`src/rtl/pkt_bufid_dispatch_pkg.sv`:
```
// rtl/pkt_bufid_dispatch_pkg.sv - shared widths and slot state encoding for the bufid dispatcher
package pkt_bufid_dispatch_pkg;

    localparam int BUFID_W   = 9;
    localparam int CNT_W     = 16;
    localparam int NUM_PORTS = 2;

    typedef enum logic {
        SLOT_EMPTY = 1'b0,
        SLOT_HOLD  = 1'b1
    } slot_state_e;

endpackage

```
`src/rtl/pkt_bufid_dispatch_bufid_slot.sv`:
```
// rtl/pkt_bufid_dispatch_bufid_slot.sv - one pre-fetched bufid slot with wr/ack handshake
module bufid_slot
    import pkt_bufid_dispatch_pkg::*;
#(
    parameter int W = BUFID_W
) (
    input  logic         clk_i,
    input  logic         reset_i,
    input  logic         grant_i,
    input  logic         ack_i,
    input  logic [W-1:0] din_i,
    output logic         wr_o,
    output logic [W-1:0] bufid_o,
    output logic         need_o,
    output logic         consume_o
);

    slot_state_e  state_q, state_d;
    logic [W-1:0] bufid_q, bufid_d;

    // A held slot that is acked this cycle can be refilled in the same cycle,
    // so it asks for a bufid just like an empty slot.
    assign need_o    = (state_q == SLOT_EMPTY) || (ack_i && (state_q == SLOT_HOLD));
    assign consume_o = ack_i && (state_q == SLOT_HOLD);
    assign wr_o      = (state_q == SLOT_HOLD);
    assign bufid_o   = bufid_q;

    // Slot state and held bufid register; reset discards any held bufid.
    always_ff @(posedge clk_i) begin
        if (reset_i) begin
            state_q <= SLOT_EMPTY;
            bufid_q <= '0;
        end else begin
            state_q <= state_d;
            bufid_q <= bufid_d;
        end
    end

    // Next state: a grant always (re)loads the slot, otherwise a consumed bufid empties it.
    always_comb begin
        state_d = state_q;
        bufid_d = bufid_q;
        if (grant_i) begin
            state_d = SLOT_HOLD;
            bufid_d = din_i;
        end else if (consume_o) begin
            state_d = SLOT_EMPTY;
        end
    end

endmodule

```
`src/rtl/pkt_bufid_dispatch.sv`:
```
// rtl/pkt_bufid_dispatch.sv - pops free bufids and keeps one pre-fetched bufid per input port
module pkt_bufid_dispatch
    import pkt_bufid_dispatch_pkg::*;
#(
    parameter int BUFID_W_P = BUFID_W,
    parameter int CNT_W_P   = CNT_W
) (
    input  logic                 clk_sys,
    input  logic                 reset,
    input  logic                 i_dispatch_en,
    input  logic [BUFID_W_P-1:0] iv_free_bufid,
    input  logic                 i_free_bufid_empty,
    output logic                 o_free_bufid_rd,
    output logic                 o_pkt_bufid_wr_p0,
    output logic [BUFID_W_P-1:0] ov_pkt_bufid_p0,
    input  logic                 i_pkt_bufid_ack_p0,
    output logic                 o_pkt_bufid_wr_p1,
    output logic [BUFID_W_P-1:0] ov_pkt_bufid_p1,
    input  logic                 i_pkt_bufid_ack_p1,
    output logic                 o_bufid_starve_pulse,
    output logic [CNT_W_P-1:0]   ov_dispatch_cnt,
    output logic [1:0]           ov_slot_state
);

    logic               need0, need1;
    logic               consume0, consume1;
    logic               grant0, grant1;
    logic               can_pop, contended, starved;
    logic               rr_q, rr_d;
    logic               starved_d1_q;
    logic               starve_pulse_q;
    logic [CNT_W_P-1:0] cnt_q, cnt_d;

    // Pops are suppressed during reset so no bufid is taken into a slot that is being cleared.
    assign can_pop   = i_dispatch_en && !i_free_bufid_empty && !reset;
    assign contended = need0 && need1;

    // rr_q = 0 favours port0 on contention; it only moves when a contended grant is made.
    assign grant0 = can_pop && need0 && (!need1 || !rr_q);
    assign grant1 = can_pop && need1 && (!need0 ||  rr_q);
    assign rr_d   = (can_pop && contended) ? !rr_q : rr_q;

    assign o_free_bufid_rd = grant0 || grant1;

    assign starved = (need0 || need1) && i_free_bufid_empty && i_dispatch_en;

    assign cnt_d = cnt_q + {{(CNT_W_P-1){1'b0}}, consume0}
                         + {{(CNT_W_P-1){1'b0}}, consume1};

    bufid_slot #(.W(BUFID_W_P)) u_slot0 (
        .clk_i     (clk_sys),
        .reset_i   (reset),
        .grant_i   (grant0),
        .ack_i     (i_pkt_bufid_ack_p0),
        .din_i     (iv_free_bufid),
        .wr_o      (o_pkt_bufid_wr_p0),
        .bufid_o   (ov_pkt_bufid_p0),
        .need_o    (need0),
        .consume_o (consume0)
    );

    bufid_slot #(.W(BUFID_W_P)) u_slot1 (
        .clk_i     (clk_sys),
        .reset_i   (reset),
        .grant_i   (grant1),
        .ack_i     (i_pkt_bufid_ack_p1),
        .din_i     (iv_free_bufid),
        .wr_o      (o_pkt_bufid_wr_p1),
        .bufid_o   (ov_pkt_bufid_p1),
        .need_o    (need1),
        .consume_o (consume1)
    );

    assign ov_slot_state        = {o_pkt_bufid_wr_p1, o_pkt_bufid_wr_p0};
    assign o_bufid_starve_pulse = starve_pulse_q;
    assign ov_dispatch_cnt      = cnt_q;

    // Arbiter pointer, starvation edge detector and delivered-bufid counter.
    always_ff @(posedge clk_sys) begin
        if (reset) begin
            rr_q           <= 1'b0;
            starved_d1_q   <= 1'b0;
            starve_pulse_q <= 1'b0;
            cnt_q          <= '0;
        end else begin
            rr_q           <= rr_d;
            starved_d1_q   <= starved;
            starve_pulse_q <= starved && !starved_d1_q;
            cnt_q          <= cnt_d;
        end
    end

endmodule
```
`config.mk`:
```
export PLATFORM = sky130hd
export DESIGN_NAME = pkt_bufid_dispatch
export DESIGN_NICKNAME = d
export VERILOG_FILES = /design/src/rtl/pkt_bufid_dispatch_pkg.sv /design/src/rtl/pkt_bufid_dispatch_bufid_slot.sv /design/src/rtl/pkt_bufid_dispatch.sv
export SDC_FILE = /design/constraint.sdc
export NUM_CORES = 1
export LEC_CHECK = 0
export BUFFER_PORTS_ARGS = -buffer_cell sky130_fd_sc_hd__buf_4
export CAP_MARGIN = 30
export CORE_MARGIN = 1
export CORE_UTILIZATION = 52
export DETAILED_ROUTE_END_ITERATION = 6
export PLACE_DENSITY = 0.84
export SLEW_MARGIN = 20
export SYNTH_ARGS = -nofsm -noshare
export SYNTH_HDL_FRONTEND = slang
export SYNTH_SLANG_ARGS = --single-unit
```
`constraint.sdc`:
```
create_clock -name clk_sys -period 4.55 [get_ports clk_sys]
set_clock_uncertainty 0.15 [all_clocks]
set_input_delay 0.2275 -clock clk_sys [delete_from_list [all_inputs] [get_ports clk_sys]]
set_output_delay 0.2275 -clock clk_sys [all_outputs]
set_load 0.005 [all_outputs]
```
==> results of run 1 <==
==> cells by family after synthesis <==
logic type | after synthesis | synth area share
flops | 39 | 0.488
compound gates | 9 | 0.0438
simple gates | 69 | 0.226
mux | 18 | 0.113
buf+inv | 12 | 0.0383
xor+xnor | 13 | 0.0711
fa+ha+maj | 2 | 0.0203
==> metrics by stage <==
step / hold WS, ns / util / instances / setup WS (ns)
after global placement: 0.228 / 0.706 / 239 / 2.48
final: 0.0433 / 0.770 / 257 / 2.33
after CTS: 0.0227 / 0.770 / 257 / 2.35
after floorplan: 0.221 / - / 162 / 2.60
after detailed placement: 0.234 / 0.709 / 240 / 2.37
after global routing: 0.0283 / 0.770 / 257 / 2.22
==> state kept, by name, summed over array words and instances, names as in the netlist <==
register and cells:
rr_q 1, starved_d1_q 1, ov_dispatch_cnt 16, u_slot0.wr_o 1, u_slot1.bufid_o 9, u_slot1.wr_o 1
u_slot0.bufid_o 9, o_bufid_starve_pulse 1
==> worst max path at each step <==
stage,startpoint,endpoint,cells past startpoint
floorplan,u_slot1.wr_o$_SDFFE_PP0P_,ov_dispatch_cnt[14]$_SDFF_PP0_,7
global placement,u_slot1.wr_o$_SDFFE_PP0P_,ov_dispatch_cnt[14]$_SDFF_PP0_,7
detailed placement,u_slot1.wr_o$_SDFFE_PP0P_,ov_dispatch_cnt[14]$_SDFF_PP0_,7
CTS,u_slot1.wr_o$_SDFFE_PP0P_,ov_dispatch_cnt[14]$_SDFF_PP0_,7
global route,u_slot1.wr_o$_SDFFE_PP0P_,ov_dispatch_cnt[12]$_SDFF_PP0_,7
finish,u_slot1.wr_o$_SDFFE_PP0P_,ov_dispatch_cnt[12]$_SDFF_PP0_,7
==> worst register-to-register path, cell delays in order (launching register included) <==
cell,delay [ns]
sky130_fd_sc_hd__dfxtp_1,0.43
sky130_fd_sc_hd__and2_1,0.18
sky130_fd_sc_hd__fa_1,0.26
sky130_fd_sc_hd__ha_1,0.22
sky130_fd_sc_hd__nand3_1,0.27
sky130_fd_sc_hd__nor4_2,0.36
sky130_fd_sc_hd__xnor2_1,0.18
sky130_fd_sc_hd__nor2_1,0.06
==> cell type report <==
class	count	area, µm²	area share
inverters	4	15.0	0.00690
repair buffers	65	513	0.236
flip-flops and latches	39	781	0.359
well taps	31	38.8	0.0178
multi-input cells	111	758	0.348
clock inverters	1	30.0	0.0138
clock buffers	6	41.3	0.0190
==> layer usage <==
metal  up-vias  global-route usage  part of all wire
met5         -                   0                 0
met4         0               0.125             0.027
met3        12              0.0522             0.043
met2        48               0.447              0.54
met1       657               0.274              0.39
li1        668                   -                 -
==> where the power goes <==
| part | switching [W] | internal [W] | total, W |
|---|---|---|---|
| Clock | 0.000105 | 0.000113 | 0.000218 |
| Combinational | 0.0000297 | 0.0000379 | 0.0000676 |
| Sequential | 0.00000736 | 0.000351 | 0.000358 |
| Total | 0.000142 | 0.000502 | 0.000644 |
==> placed cells by master, fill, tap and decap left out <==
cell type                       count
sky130_fd_sc_hd__a2111oi_4          1
sky130_fd_sc_hd__a21oi_1            4
sky130_fd_sc_hd__and2_1             2
sky130_fd_sc_hd__buf_4             55
sky130_fd_sc_hd__bufinv_16          1
sky130_fd_sc_hd__clkbuf_1           1
sky130_fd_sc_hd__clkbuf_4           5
sky130_fd_sc_hd__dfxtp_1           39
sky130_fd_sc_hd__dlygate4sd3_1     10
sky130_fd_sc_hd__fa_1               1
sky130_fd_sc_hd__ha_1               1
sky130_fd_sc_hd__inv_1              4
sky130_fd_sc_hd__mux2i_1           18
sky130_fd_sc_hd__nand2_1            5
sky130_fd_sc_hd__nand2b_1           1
sky130_fd_sc_hd__nand2b_4           1
sky130_fd_sc_hd__nand3_1            5
sky130_fd_sc_hd__nand3_2            1
sky130_fd_sc_hd__nand4_1            2
sky130_fd_sc_hd__nand4_2            1
sky130_fd_sc_hd__nor2_1            35
sky130_fd_sc_hd__nor2b_1            4
sky130_fd_sc_hd__nor3_1             5
sky130_fd_sc_hd__nor4_1             1
sky130_fd_sc_hd__nor4_2             4
sky130_fd_sc_hd__o211ai_1           1
sky130_fd_sc_hd__o21ai_0            3
sky130_fd_sc_hd__or3_1              2
sky130_fd_sc_hd__xnor2_1           11
sky130_fd_sc_hd__xor2_1             2
==> impl_metrics.json, run 1 <==
{
  "run_status": "complete, but fails checks",
  "failed_checks": "design-rule violations",
  "num_io_pins": 55,
  "slack_of_the_worst_reg_to_reg_path_ns": 2.33,
  "layout-area-overhead-vs-synth_pct": 36.0,
  "grt_setup_unrepaired": "false",
  "min_period_over_period": 0.489,
  "buffer_ports.inserted": 54,
  "timing.critical_path.from_type": "flop",
  "endpoint_kind_of_the_worst_setup_timing_path": "flop",
  "first_global_vias": 1298,
  "synthesis.nets": 179,
  "dieHeight_um": 57.5,
  "worstReg2RegEnd": "ov_dispatch_cnt[12]$_SDFF_PP0_",
  "postCtsSetupRepairBufs": 0,
  "tritoncts_clock_tree": "done",
  "total_leakage_power_nw": 0.962,
  "detail_route.vias_per_cell": 5.39,
  "grt_first_pass_wirelength_um": 6130,
  "cts_max_level": 2,
  "cts.path.max_buffers": 2,
  "dr_total_vias": 1385,
  "synth_common_cells": "sky130_fd_sc_hd__dfxtp_1 (39), sky130_fd_sc_hd__nor2_1 (35), sky130_fd_sc_hd__mux2i_1 (18)",
  "crit_path_cell_trace": "and2_1, fa_1, ha_1, nand3_1, nor4_2, xnor2_1, nor2_1",
  "crit_path_max_incr_delay_ns": 0.43,
  "ir_worst_vdd_v": 0.000228,
  "synth.distinct_cells": 29,
  "place_congestion": 0.833,
  "clock.fmax_mhz": 450,
  "critPathArrivalTime_ns": 2.29,
  "grt_remaining_overflow": 0,
  "post_route_cells_drive_above_1_share": 0.305,
  "finalInstanceArea_um2": 2180,
  "first_iter_violations": 50,
  "postSynth.topFlopCell": "sky130_fd_sc_hd__dfxtp_1",
  "critical_path_buf_inv_count": 0,
  "die_area_um2": 3300,
  "overall_power_of_the_completed_layout_w": 0.000644,
  "antenna_violating_nets_post_route": 0,
  "crit_fanout": 7,
  "max-slew-margin-rel": 0.395,
  "timing.hold.worst.start": "i_free_bufid_empty",
  "layout_min_cycle_time_ns": 2.22,
  "cts-root-buf": "sky130_fd_sc_hd__clkbuf_4",
  "pin_count_of_the_biggest_net_entering_global_routing": 41,
  "worst_setup_hold_path_clk_slew_ns": 0.11,
  "placement.cell_area_um2": 2010,
  "number_of_buffers_inserted_for_hold_repair_after_clock_tree_synthesis": 10,
  "fill_cell_instance_count_of_the_final_layout": 203,
  "worstHoldPathCells": 3,
  "route.detailed.drc": 2,
  "yosys_register_bits": 39,
  "grt_use_total": 0.248,
  "yosysTopAreaCellShare": 0.488,
  "fin_setup_tns_ns": 0,
  "critical_path.slowest_cell": "sky130_fd_sc_hd__dfxtp_1",
  "antenna_violations_before_repair": 0,
  "drt_pass1_iterations": 7,
  "timing.final.hold_violations": 0,
  "syn_area_per_cell_um2": 9.88,
  "clk-insertion-delay-late_ns": 0.33,
  "core_area_um2": 2830,
  "finalNetCount": 243,
  "critical_path_class": "reg -> reg",
  "start_util": 0.566,
  "cts_num_sinks": 39,
  "synth-async-reset-ratio": 0,
  "cap_violations": 0,
  "floorplan.die.width_um": 57.5,
  "sequential_fraction_of_the_synthesis_area": 0.488,
  "total_wire_length_after_detailed_routing_um": 3940,
  "max_slew.worst_pin.slew_ns": 0.908,
  "cp_top_family": "simple AND/OR/NAND/NOR gates",
  "wl_per_cell_um": 15.3,
  "yosysMostFrequentCell": "sky130_fd_sc_hd__dfxtp_1",
  "final-setup-viol-count": 0,
  "synth_edf_count": 0,
  "tritoncts.num_buffers": 5,
  "worstHoldEndpoint": "starved_d1_q$_SDFF_PP0_",
  "power.density_cell_area_nw_per_um2": 296,
  "synth_largest_area_cell": "sky130_fd_sc_hd__dfxtp_1",
  "yosys-top-cells-area": "sky130_fd_sc_hd__dfxtp_1 (49%), sky130_fd_sc_hd__mux2i_1 (11%), sky130_fd_sc_hd__nor2_1 (8.2%), sky130_fd_sc_hd__xnor2_1 (6.0%), sky130_fd_sc_hd__nor4_2 (3.1%)",
  "worst-r2r-cell-count": 7,
  "post_cts_resized": 0,
  "yosysWarnings": 0,
  "antenna_cell_count": 0,
  "synthesis.area_um2": 1600,
  "critPathRequiredTime_ns": 4.62,
  "synthesis.instances": 162,
  "number_of_pins_with_negative_max_slew_slack_in_the_final_report": 0,
  "std_cell_rows": 19,
  "reg2reg_from": "u_slot1.wr_o$_SDFFE_PP0P_",
  "hp-class": "in -> reg",
  "post-dp-hpwl_um": 2440
}
No activity file was read; power rests on OpenSTA's default activity.
==> inputs of run 2 (changes only) <==
--- a/config.mk
+++ b/config.mk
@@ -5,12 +5,13 @@
 export SDC_FILE = /design/constraint.sdc
 export NUM_CORES = 1
 export LEC_CHECK = 0
+export ABC_AREA = 1
 export BUFFER_PORTS_ARGS = -buffer_cell sky130_fd_sc_hd__buf_4
 export CAP_MARGIN = 30
 export CORE_MARGIN = 1
-export CORE_UTILIZATION = 52
+export CORE_UTILIZATION = 45
 export DETAILED_ROUTE_END_ITERATION = 6
-export PLACE_DENSITY = 0.84
+export PLACE_DENSITY = 0.77
 export SLEW_MARGIN = 20
 export SYNTH_ARGS = -nofsm -noshare
 export SYNTH_HDL_FRONTEND = slang
==> constraint.sdc (replaced) <==
create_clock -name clk_sys -period 2 [get_ports clk_sys]
set_clock_uncertainty 0.15 [all_clocks]
set_input_delay 0.1 -clock clk_sys [delete_from_list [all_inputs] [get_ports clk_sys]]
set_output_delay 0.1 -clock clk_sys [all_outputs]
set_load 0.005 [all_outputs]
==> run 2 against run 1 <==
Compared with the run above:
- the flow now finishes without violations
- area after synthesis is 4.9% higher
- hold slack worse by 0.031 ns
- global-route usage is 4.9 points lower
- die area is 20% higher
- combinational power is 110% higher
- highest routed layer unchanged
==> impl_metrics.json, run 2 <==
{
  "power.density_cell_area_nw_per_um2": 688,
  "number_of_pins_with_negative_max_slew_slack_in_the_final_report": 0,
  "synth_largest_area_cell": "sky130_fd_sc_hd__dfxtp_1",
  "endpoint_kind_of_the_worst_setup_timing_path": "output port",
  "layout-area-overhead-vs-synth_pct": 38.5,
  "synth_common_cells": "sky130_fd_sc_hd__nor2_1 (55), sky130_fd_sc_hd__dfxtp_1 (39), sky130_fd_sc_hd__nand2_1 (36)",
  "yosysTopAreaCellShare": 0.465,
  "drt_pass1_iterations": 4,
  "grtUsageMet1": 0.246,
  "yosys_register_bits": 39,
  "cts-root-buf": "sky130_fd_sc_hd__clkbuf_8",
  "first_global_vias": 1380,
  "grtUsageMet3": 0.0489,
  "crit_fanout": 26,
  "final-setup-viol-count": 0,
  "buffer_ports.inserted": 54,
  "postSynth.topFlopCell": "sky130_fd_sc_hd__dfxtp_1",
  "start_util": 0.488,
  "antenna_violations_before_repair": 0,
  "first_iter_violations": 66,
  "total_wire_length_after_detailed_routing_um": 3730,
  "wl_per_cell_um": 10.9,
  "synthesis.nets": 246,
  "synthesis.instances": 229,
  "clk-insertion-delay-late_ns": 0.29,
  "most_used_routing_layer": "met2",
  "dieHeight_um": 63.1,
  "tritoncts_clock_tree": "done",
  "ir_worst_vdd_v": 0.000595,
  "cap_violations": 0,
  "worstHoldPathCells": 4,
  "grt_setup_unrepaired": "false",
  "synth-async-reset-ratio": 0,
  "max-slew-margin-rel": 0.803,
  "floorplan.die.width_um": 63.1,
  "grt_use_total": 0.199,
  "crit_path_cell_trace": "dlygate4sd3_1, buf_4, inv_8, nand2_1, nor2_2, nand3_2, buf_4, nand2_1, buf_4",
  "dr_total_vias": 1580,
  "detail_route.vias_per_cell": 4.62,
  "max_slew.worst_pin.slew_ns": 0.295,
  "crit_top_cell": "sky130_fd_sc_hd__buf_4",
  "min_period_over_period": 0.944,
  "die_area_um2": 3980,
  "tritoncts.num_buffers": 5,
  "clock.fmax_mhz": 530,
  "post-dp-hpwl_um": 2560,
  "pin_count_of_the_biggest_net_entering_global_routing": 27,
  "worst-r2r-cell-count": 9,
  "critPathArrivalTime_ns": 1.64,
  "critical_path.slowest_cell": "sky130_fd_sc_hd__dlygate4sd3_1",
  "worst_setup_hold_path_clk_slew_ns": 0.08,
  "total_leakage_power_nw": 1.08,
  "finalNetCount": 312,
  "cts.path.max_buffers": 2,
  "critical_path_depth": 9,
  "run_status": "completed",
  "crit_path_max_incr_delay_ns": 0.53,
  "hp-class": "in -> reg",
  "synth.distinct_cells": 27,
  "fin_setup_tns_ns": 0,
  "num_io_pins": 55,
  "critical_path_class": "in -> out",
  "core_area_um2": 3440,
  "std_cell_rows": 21,
  "synth_edf_count": 0,
  "largest_register_ff_count": 16,
  "yosys-top-cells-area": "sky130_fd_sc_hd__dfxtp_1 (46%), sky130_fd_sc_hd__nor2_1 (12%), sky130_fd_sc_hd__nand2_1 (8.0%), sky130_fd_sc_hd__inv_1 (6.3%), sky130_fd_sc_hd__o21ai_1 (4.8%)",
  "antenna_cell_count": 0,
  "post_route_cells_drive_above_1_share": 0.240,
  "timing.critical_path.from_type": "input pin",
  "globalRouteMet2Util": 0.333,
  "postCtsSetupRepairBufs": 0,
  "critical_path_buf_inv_count": 5,
  "timing.final.hold_violations": 0,
  "critPathRequiredTime_ns": 1.75,
  "yosysMostFrequentCell": "sky130_fd_sc_hd__nor2_1",
  "sequential_fraction_of_the_synthesis_area": 0.465,
  "commonest_cells_after_routing_fill_and_taps_aside": "sky130_fd_sc_hd__nor2_1 (55), sky130_fd_sc_hd__buf_4 (55), sky130_fd_sc_hd__dfxtp_1 (39), sky130_fd_sc_hd__nand2_1 (36), sky130_fd_sc_hd__inv_1 (28)",
  "grt_remaining_overflow": 0,
  "grt_first_pass_wirelength_um": 6180,
  "antenna_violating_nets_post_route": 0,
  "cp_top_family": "buffers and inverters",
  "final-instance-count-excl-fill": 342,
  "syn_area_per_cell_um2": 7.33,
  "cts_max_level": 2,
  "yosysWarnings": 0,
  "layout_min_cycle_time_ns": 1.89,
  "fill_cell_instance_count_of_the_final_layout": 296,
  "place_congestion": 0.810,
  "placed_instances": 322,
  "route.detailed.drc": 0,
  "synthesis.area_um2": 1680,
  "cts_num_sinks": 39
}
-- run 2: cell count changes after synthesis, moves of 9 or more --
cell / before / now
sky130_fd_sc_hd__inv_1: 4 / 28
sky130_fd_sc_hd__mux2i_1: 18 / 0
sky130_fd_sc_hd__nand2_1: 5 / 36
sky130_fd_sc_hd__nor2_1: 35 / 55
sky130_fd_sc_hd__o21ai_1: 0 / 16
sky130_fd_sc_hd__xnor2_1: 11 / 2
-- run 2: layer usage --
| layer | up-vias | routed length (µm) | share of wire |
|---|---|---|---|
| met5 | - | 0 | 0 |
| met1 | 698 | 1750 | 0.47 |
| met4 | 0 | 81 | 0.022 |
| met2 | 34 | 1750 | 0.47 |
| met3 | 8 | 148 | 0.040 |
| li1 | 840 | - | - |
-- run 2: layout make-up --
| cell class | instances | area (µm²) | share of cell area |
|---|---|---|---|
| sequential | 39 | 781 | 0.336 |
| multi-input combinational | 151 | 714 | 0.307 |
| timing repair buffer | 67 | 533 | 0.229 |
| inverter | 31 | 128 | 0.0549 |
| clock buffer | 5 | 68.8 | 0.0296 |
| tap | 46 | 57.6 | 0.0247 |
| clock inverter | 3 | 43.8 | 0.0188 |
-- run 2: power breakdown --
part	internal, W	switching (W)	leakage (nW)
registers	0.000793	0.00000940	0.316
logic	0.0000749	0.0000656	0.710
clock network	0.000371	0.000286	0.0581
total	0.00124	0.000361	1.08
-- run 2: metrics by stage --
step / total power (W) / utilization / worst slack [ns] / hold WS [ns] / cell area (µm²)
final: 0.00160 / 0.676 / 0.112 / 0.0118 / 2330
after global routing: 0.00166 / 0.676 / 0.00828 / 0.0531 / 2330
after CTS: 0.00161 / 0.675 / 0.119 / 0.0125 / 2320
after detailed placement: 0.000940 / 0.607 / 0.200 / 0.200 / 2090
after global placement: 0.000939 / 0.607 / 0.238 / 0.193 / 2090
after floorplan: 0.000883 / - / 0.271 / 0.0957 / 1680
-- run 2: worst paths after layout --
kind | startpoint | endpoint | slack, ns
max | reset | o_free_bufid_rd | 0.11
min reg2reg | starved_d1_q$_SDFF_PP0_ | o_bufid_starve_pulse$_SDFF_PP0_ | 0.25
min | i_pkt_bufid_ack_p1 | u_slot1.wr_o$_SDFFE_PP0P_ | 0.01
max reg2reg | u_slot1.wr_o$_SDFFE_PP0P_ | ov_dispatch_cnt[10]$_SDFF_PP0_ | 0.19
-- run 2: worst min-delay path, stage by stage --
cell                      delay [ns]
sky130_fd_sc_hd__buf_4          0.08
sky130_fd_sc_hd__inv_1          0.03
sky130_fd_sc_hd__nand2_1        0.11
sky130_fd_sc_hd__a21oi_1        0.08
-- run 2: cell families after synthesis --
kind of cell / synth area share
buf+inv: 0.110
flops: 0.465
fa+ha+maj: 0.0194
simple gates: 0.271
compound gates: 0.119
xor+xnor: 0.0157
-- run 2: timing repair --
| action | 4_1_cts | 5_1_grt |
|---|---|---|
| hold buffers | 12 | 0 |
| endpoints found under the setup margin | 0 | 2 |
| endpoints found under the hold margin | 29 | 0 |
| resized for setup | 0 | 1 |
